**src/rtl/vga_timing_pkg.sv**
```systemverilog
// vga_timing_pkg: 640x480@60 raster timing constants shared by the sync generator and renderers.
package vga_timing_pkg;
    localparam int CNT_W       = 10;
    localparam int H_TOTAL     = 800;
    localparam int H_SYNC      = 96;
    localparam int H_ACT_START = 144;
    localparam int H_ACT_END   = 783;
    localparam int V_TOTAL     = 521;
    localparam int V_SYNC      = 2;
    localparam int V_ACT_START = 32;
    localparam int V_ACT_END   = 511;
endpackage

```
**src/rtl/pixel_tick_gen.sv**
```systemverilog
// pixel_tick_gen: divides clk by CLK_DIV; wrap marks the edge the raster advances, pix_tick is its registered echo.
module pixel_tick_gen #(
    parameter int CLK_DIV = 4
) (
    input  logic clk,
    input  logic rst_n,
    output logic pix_tick,
    output logic wrap
);
    localparam int DW = CLK_DIV > 1 ? $clog2(CLK_DIV) : 1;
    logic [DW-1:0] div;
    assign wrap = div == DW'(CLK_DIV - 1);
    always_ff @(posedge clk or negedge rst_n) begin
        if (!rst_n) begin
            div      <= '0;
            pix_tick <= 1'b0;
        end else begin
            div      <= wrap ? '0 : div + 1'b1;
            pix_tick <= wrap;
        end
    end
endmodule

```
**src/rtl/vga_sync_gen.sv**
```systemverilog
// vga_sync_gen: raster counters with HS/VS/InDisplay decoded from next-state counters so all outputs change together.
// Define VGA_FRAME_CNT_EN to add the frame_cnt/frame_start outputs.
module vga_sync_gen
    import vga_timing_pkg::CNT_W;
#(
    parameter int CLK_DIV     = 4,
    parameter int H_TOTAL     = vga_timing_pkg::H_TOTAL,
    parameter int H_SYNC      = vga_timing_pkg::H_SYNC,
    parameter int H_ACT_START = vga_timing_pkg::H_ACT_START,
    parameter int H_ACT_END   = vga_timing_pkg::H_ACT_END,
    parameter int V_TOTAL     = vga_timing_pkg::V_TOTAL,
    parameter int V_SYNC      = vga_timing_pkg::V_SYNC,
    parameter int V_ACT_START = vga_timing_pkg::V_ACT_START,
    parameter int V_ACT_END   = vga_timing_pkg::V_ACT_END
) (
    input  logic             clk,
    input  logic             rst_n,
    output logic [CNT_W-1:0] Coloana,
    output logic [CNT_W-1:0] Linie,
    output logic             HS,
    output logic             VS,
    output logic             InDisplay,
    output logic             pix_tick
`ifdef VGA_FRAME_CNT_EN
    ,
    output logic [7:0]       frame_cnt,
    output logic             frame_start
`endif
);
    logic             wrap, h_end, v_end;
    logic [CNT_W-1:0] col_n, lin_n;

    pixel_tick_gen #(.CLK_DIV(CLK_DIV)) u_tick (
        .clk      (clk),
        .rst_n    (rst_n),
        .pix_tick (pix_tick),
        .wrap     (wrap)
    );

    assign h_end = Coloana == CNT_W'(H_TOTAL - 1);
    assign v_end = Linie == CNT_W'(V_TOTAL - 1);

    always_comb begin
        col_n = h_end ? '0 : Coloana + 1'b1;
        lin_n = !h_end ? Linie : v_end ? '0 : Linie + 1'b1;
    end

    // Decode the values being loaded, not the current ones, so sync/enable never lag the counters.
    always_ff @(posedge clk or negedge rst_n) begin
        if (!rst_n) begin
            Coloana   <= '0;
            Linie     <= '0;
            HS        <= 1'b0;
            VS        <= 1'b0;
            InDisplay <= 1'b0;
        end else if (wrap) begin
            Coloana   <= col_n;
            Linie     <= lin_n;
            HS        <= col_n >= CNT_W'(H_SYNC);
            VS        <= lin_n >= CNT_W'(V_SYNC);
            InDisplay <= col_n >= CNT_W'(H_ACT_START) && col_n <= CNT_W'(H_ACT_END) &&
                         lin_n >= CNT_W'(V_ACT_START) && lin_n <= CNT_W'(V_ACT_END);
        end
    end

`ifdef VGA_FRAME_CNT_EN
    logic frame_edge;
    assign frame_edge = wrap && h_end && v_end;
    always_ff @(posedge clk or negedge rst_n) begin
        if (!rst_n) begin
            frame_cnt   <= '0;
            frame_start <= 1'b0;
        end else begin
            frame_start <= frame_edge;
            frame_cnt   <= frame_edge ? frame_cnt + 1'b1 : frame_cnt;
        end
    end
`endif
endmodule

```
**config.mk**
```make
export PLATFORM = sky130hd
export DESIGN_NAME = vga_sync_gen
export DESIGN_NICKNAME = d
export VERILOG_FILES = /design/src/rtl/vga_timing_pkg.sv /design/src/rtl/pixel_tick_gen.sv /design/src/rtl/vga_sync_gen.sv
export SDC_FILE = /design/constraint.sdc
export NUM_CORES = 1
export LEC_CHECK = 0
export CAP_MARGIN = 0
export CORE_UTILIZATION = 53
export CTS_CLUSTER_DIAMETER = 40
export DETAILED_ROUTE_END_ITERATION = 8
export PLACE_DENSITY = 0.79
export SLEW_MARGIN = 40
export SYNTH_ARGS = -nofsm -noshare
export SYNTH_HDL_FRONTEND = slang
export SYNTH_SLANG_ARGS = --single-unit
```
**constraint.sdc**
```tcl
create_clock -name clk -period 2.88 [get_ports clk]
set_clock_uncertainty 0.15 [all_clocks]
set_input_delay 0.432 -clock clk [delete_from_list [all_inputs] [get_ports clk]]
set_output_delay 0.432 -clock clk [all_outputs]
set_load 0.05 [all_outputs]
```
After elaboration in Yosys (flattened, before gate mapping) --
Index checks and enable logic that the tools add are counted.
Storage, ports and cells: register bits 26, latch bits 0, memory bits (writable) 0, memory bits (read-only) 0, input port bits 2, output and inout port bits 24, word-level logic and storage cells 26, memories 0
Cells by class: add/sub/neg operators 3, multipliers 0, div/mod/pow operators 0, magnitude comparators 6, equal/unequal tests 3, shift operators 0, mux-type cells 4, bitwise logic cells 0, reduce and logical (&&, ||, !) cells 3
Operators by type and width (count):
- 10-bit two-way mux | 3
- 10-bit by 1-bit adder with 10-bit output (second input constant) | 2
- 10-bit equality test (second input constant) | 2
- 10-bit by 2-bit greater-or-equal comparator with 1-bit output (second input constant) | 1
- 10-bit by 6-bit greater-or-equal comparator with 1-bit output (second input constant) | 1
- 10-bit by 7-bit greater-or-equal comparator with 1-bit output (second input constant) | 1
- 10-bit by 8-bit greater-or-equal comparator with 1-bit output (second input constant) | 1
- 10-bit less-or-equal comparator (second input constant) | 1
- 10-bit by 9-bit less-or-equal comparator with 1-bit output (second input constant) | 1
- 1-bit logical AND | 3
- 2-bit by 1-bit adder with 2-bit output (second input constant) | 1
- 2-bit equality test (second input constant) | 1
- 2-bit two-way mux | 1

Longest topological paths before layout --
Gate-level depths: netlist (run 1).
depth in word-level cells 6, depth in mapped cells 8

By module --
Synthesis (run 1) repeated with hierarchy kept, for this count alone.
Second synthesis, totals: cells, all modules 177, area total of the unflattened synthesis 1649.1 um^2
Modules (own cells, without submodules):
- vga_sync_gen | times used 1, cells each 172, area each 1557.7 um^2, seq. area each 575.6 um^2
- pixel_tick_gen | times used 1, cells each 5, area each 91.3 um^2, seq. area each 75.1 um^2

Worst setup path after synthesis (run 1) --
Ideal clock, no wire load.
kind register -> register, start reg Coloana[1], end reg VS, library setup time 0.142 ns, arrival time 2.106 ns, setup slack 0.482 ns, cell stages (with the launch flop) 8, path buffers 1, path through dfrtp_1 > ha_1 > nand2b_1 > nor3_2 > buf_4 > a31oi_1 > a211oi_2 > a41oi_1
Between the ends: word-level cells in the longest chain between the ends 3
Ends and longest elaborated chain:
- start, declared | RTL line vga_sync_gen.sv:18 | output logic [CNT_W-1:0] Coloana,
- start signal, assigned | RTL line vga_sync_gen.sv:57 | Coloana <= col_n;
- 10-bit equality test | RTL line vga_sync_gen.sv:40 | assign h_end = Coloana == CNT_W'(H_TOTAL - 1);
- 10-bit two-way mux | RTL line vga_sync_gen.sv:45 | lin_n = !h_end ? Linie : v_end ? '0 : Linie + 1'b1;
- 10-bit by 2-bit greater-or-equal comparator with 1-bit output | RTL line vga_sync_gen.sv:60 | VS <= lin_n >= CNT_W'(V_SYNC);
- end signal, assigned | RTL line vga_sync_gen.sv:60
- end, declared | RTL line vga_sync_gen.sv:21 | output logic VS,
Every way passes these cells. A chain may end at the register's enable or synchronous reset.

Worst setup path after layout (run 1) --
start reg Coloana[1], end reg Linie[7]
Between the ends: word-level cells in the longest chain between the ends 2
Ends and longest elaborated chain:
- 10-bit equality test | RTL line vga_sync_gen.sv:40
- 10-bit two-way mux | RTL line vga_sync_gen.sv:45
- end signal, assigned | RTL line vga_sync_gen.sv:58 | Linie <= lin_n;
- end, declared | RTL line vga_sync_gen.sv:19 | output logic [CNT_W-1:0] Linie,
Every way passes these cells.

==> results of run 1 <==
-- critical path, cell delays in order, from the launching register on --
cell and delay, ps:
dfrtp_1 490, ha_1 310, nand2b_1 150, nor3_2 190, buf_4 230, and2_1 380
nand2_1 200, o31ai_1 310
-- synth_stat cells (3+ instances only) --
| cell | instances | area (sq um) |
|---|---|---|
| dfrtp_1 | 26 | 651 |
| o31ai_1 | 5 | 37.5 |
| a21oi_1 | 4 | 20.0 |
| nor2_1 | 12 | 45.0 |
| o21ai_0 | 16 | 80.1 |
| inv_1 | 9 | 33.8 |
| ha_1 | 5 | 62.6 |
| nor3_1 | 6 | 30.0 |
| nand4_1 | 3 | 18.8 |
| a31oi_1 | 7 | 43.8 |
| xnor2_1 | 7 | 61.3 |
| nand3_1 | 7 | 35.0 |
| clkbuf_1 | 3 | 11.3 |
| nand2_1 | 25 | 93.8 |
-- worst paths after layout --
path                                from             to  slack, ps  depth (start not counted)
max in group asynchronous          rst_n       Linie[6]       2030                          2
max reg2reg                   Coloana[1]       Linie[7]        370                          7
min in group asynchronous          rst_n       Linie[3]        300                          2
min reg2reg                u_tick.div[0]  u_tick.div[0]        290                          1
min                        u_tick.div[0]  u_tick.div[0]        290                          1
max                           Coloana[1]       Linie[7]        370                          7
-- sequential cells by signal (all words and copies together) (netlist names) --
signal           cells
HS                   1
VS                   1
Coloana             10
Linie               10
u_tick.pix_tick      1
InDisplay            1
u_tick.div           2
-- power groups by stage --
stage / Sequential [uW] / Clock, uW / Combinational [uW]
floorplan: 372 / 0 / 0.000280
global placement: 372 / 0 / 9.46
detailed placement: 372 / 0 / 9.51
CTS: 365 / 156 / 9.51
global route: 365 / 173 / 11.2
finish: 365 / 152 / 8.78
-- per-stage QoR --
step / utilization (%) / std cells
2_1_floorplan: - / 181
3_3_place_gp: 67.2 / 231
3_5_place_dp: 67.2 / 231
4_1_cts: 68.0 / 234
5_1_grt: 68.0 / 234
6_report: 68.0 / 234
-- per-layer routing --
metal | share of wire (%) | vias up | GRT usage [%]
li1 | - | 712 | -
met1 | 47 | 691 | 37.1
met2 | 46 | 59 | 39.2
met3 | 6.1 | 4 | 3.85
met4 | 0.80 | 0 | 6.97
met5 | 0 | - | 0
-- kinds of logic after synthesis --
logic type | after synthesis
buf+inv | 18
mux | 3
compound gates | 49
xor+xnor | 8
flops | 26
simple gates | 72
fa+ha+maj | 5
-- area by class of cell --
| class | instances | area [sq um] | share of cell area (%) |
|---|---|---|---|
| clock buffer | 3 | 22.5 | 1.17 |
| timing repair buffer | 28 | 273 | 14.2 |
| sequential | 26 | 651 | 33.8 |
| multi-input combinational | 137 | 906 | 47.1 |
| tap | 31 | 38.8 | 2.02 |
| inverter | 9 | 33.8 | 1.76 |
==> results.toml, run 1 <==
[global_routing]
grt_max_degree = 27
grt_pass1_vias = 1341
grt_pass1_wl_um = 6440
grt-ovfl-total = 0
antenna_found_initial = 0
grtUsageTotal_pct = 25.4

[routing]
ant_nets = 0
wl_um = 3740
via_per_inst = 6.26
wl_per_cell_um = 16.0
drcViolationCount = 3
vias = 1466
drtPass1Iterations = 7
drt_iter0_markers = 74

[cts]
post_cts_buffers = 0
cts_sinks = 26
clock-root-buffer = "clkbuf_4"
insertion_delay_ps = 320
cts_buffer_depth = 2
cts_hold_buffers = 0
clk_pin_slew_ps = 140
cts_resized = 0
htreeDepth = 1
numCtsBuffers = 3
cts_tree = "built"

[floorplanning]
die_h_um = 57.5
placementRows = 19
ios = 26
chipWidth_um = 57.5
fp.coreArea_sq_um = 2830
initial_utilization_pct = 57.8
die-area_sq_um = 3310

[power_and_ir_drop]
power_frac_clock_pct = 28.9
ir_worst_vdd_mv = 0.220
p_int_uw = 416
power_frac_seq_pct = 69.4
powerDensity_nw_per_um2 = 273
switching_share_pct = 20.9
combPwrFrac_pct = 1.7
total_power_uw = 526
p_leak_uw = 0.000714
power.switching_uw = 110

[yosys]
synth_compound_area_share_pct = 20.7
synth_top_family_by_area = "simple AND/OR/NAND/NOR gates"
yosys.area_share.adder_pct = 3.83
ys_seq_elements = 26
ys_warn_count = 0
ys_types = 52
synth-xor-area-share_pct = 4.28
synthCells = 181
synth-edff-count = 0
async_flop_share_pct = 100
syn_area_per_cell_sq_um = 9.03
synth-simple-area-share_pct = 24.6
synth_flop_cell = "dfrtp_1"
synth_nets = 188
synth_mux_area_share_pct = 1.91
ys_seq_area_share_pct = 39.8
syn-cell-area_sq_um = 1640

[placement]
place_hpwl_um = 2730
port_buffers = 25
place_area_sq_um = 1900
gp_congestion = 0.979
dp_slack_ps = 435

[timing]
finalCritPeriodShare_pct = 87.0
final.setup.worst_slack_ps = 374
setup_viol = 0
hold_viol_final = 0
slew_headroom_pct = 60.4
rsz0062_at_grt = "false"
whs_ps = 290
max_freq_mhz = 399
worst_slew_pin_slew_ps = 586
min_period_ps = 2510
drv_slew = 0
setup-tns-final_ps = 0

[setup_path]
worstPathRequired_ps = 2950
startpoint_type = "flip-flop"
worst_ep_arrival_time_ps = 2570
endpoint_kind = "flip-flop"
cp_max_fo = 16
crit_type = "flip-flop to flip-flop"

[flow_run]
cap_violations = 0

[worst_hold_path]
hold_class = "flip-flop to flip-flop"

[finish]
n_antenna_cell = 0
finalNetCount = 212
layout_common_cells = "26 x dfrtp_1, 25 x nand2_1, 25 x clkdlybuf4s50_1, 16 x o21ai_0, 12 x nor2_1"
drive_above_1_share_pct = 8.87
final_common_cell = "dfrtp_1"
design_area_sq_um = 1920
syn_to_final_growth_pct = 17.7
fill_cells = 231

[run_status]
violations = "DRC"
status = "complete, but fails checks"
Power figures use the tool's default switching activity.
==> run 2, diff against run 1 <==
- GPL_TIMING_DRIVEN: unset -> 1
==> results of run 2 <==
No change in the layout: final DEF, timing and power equal those of run 1.
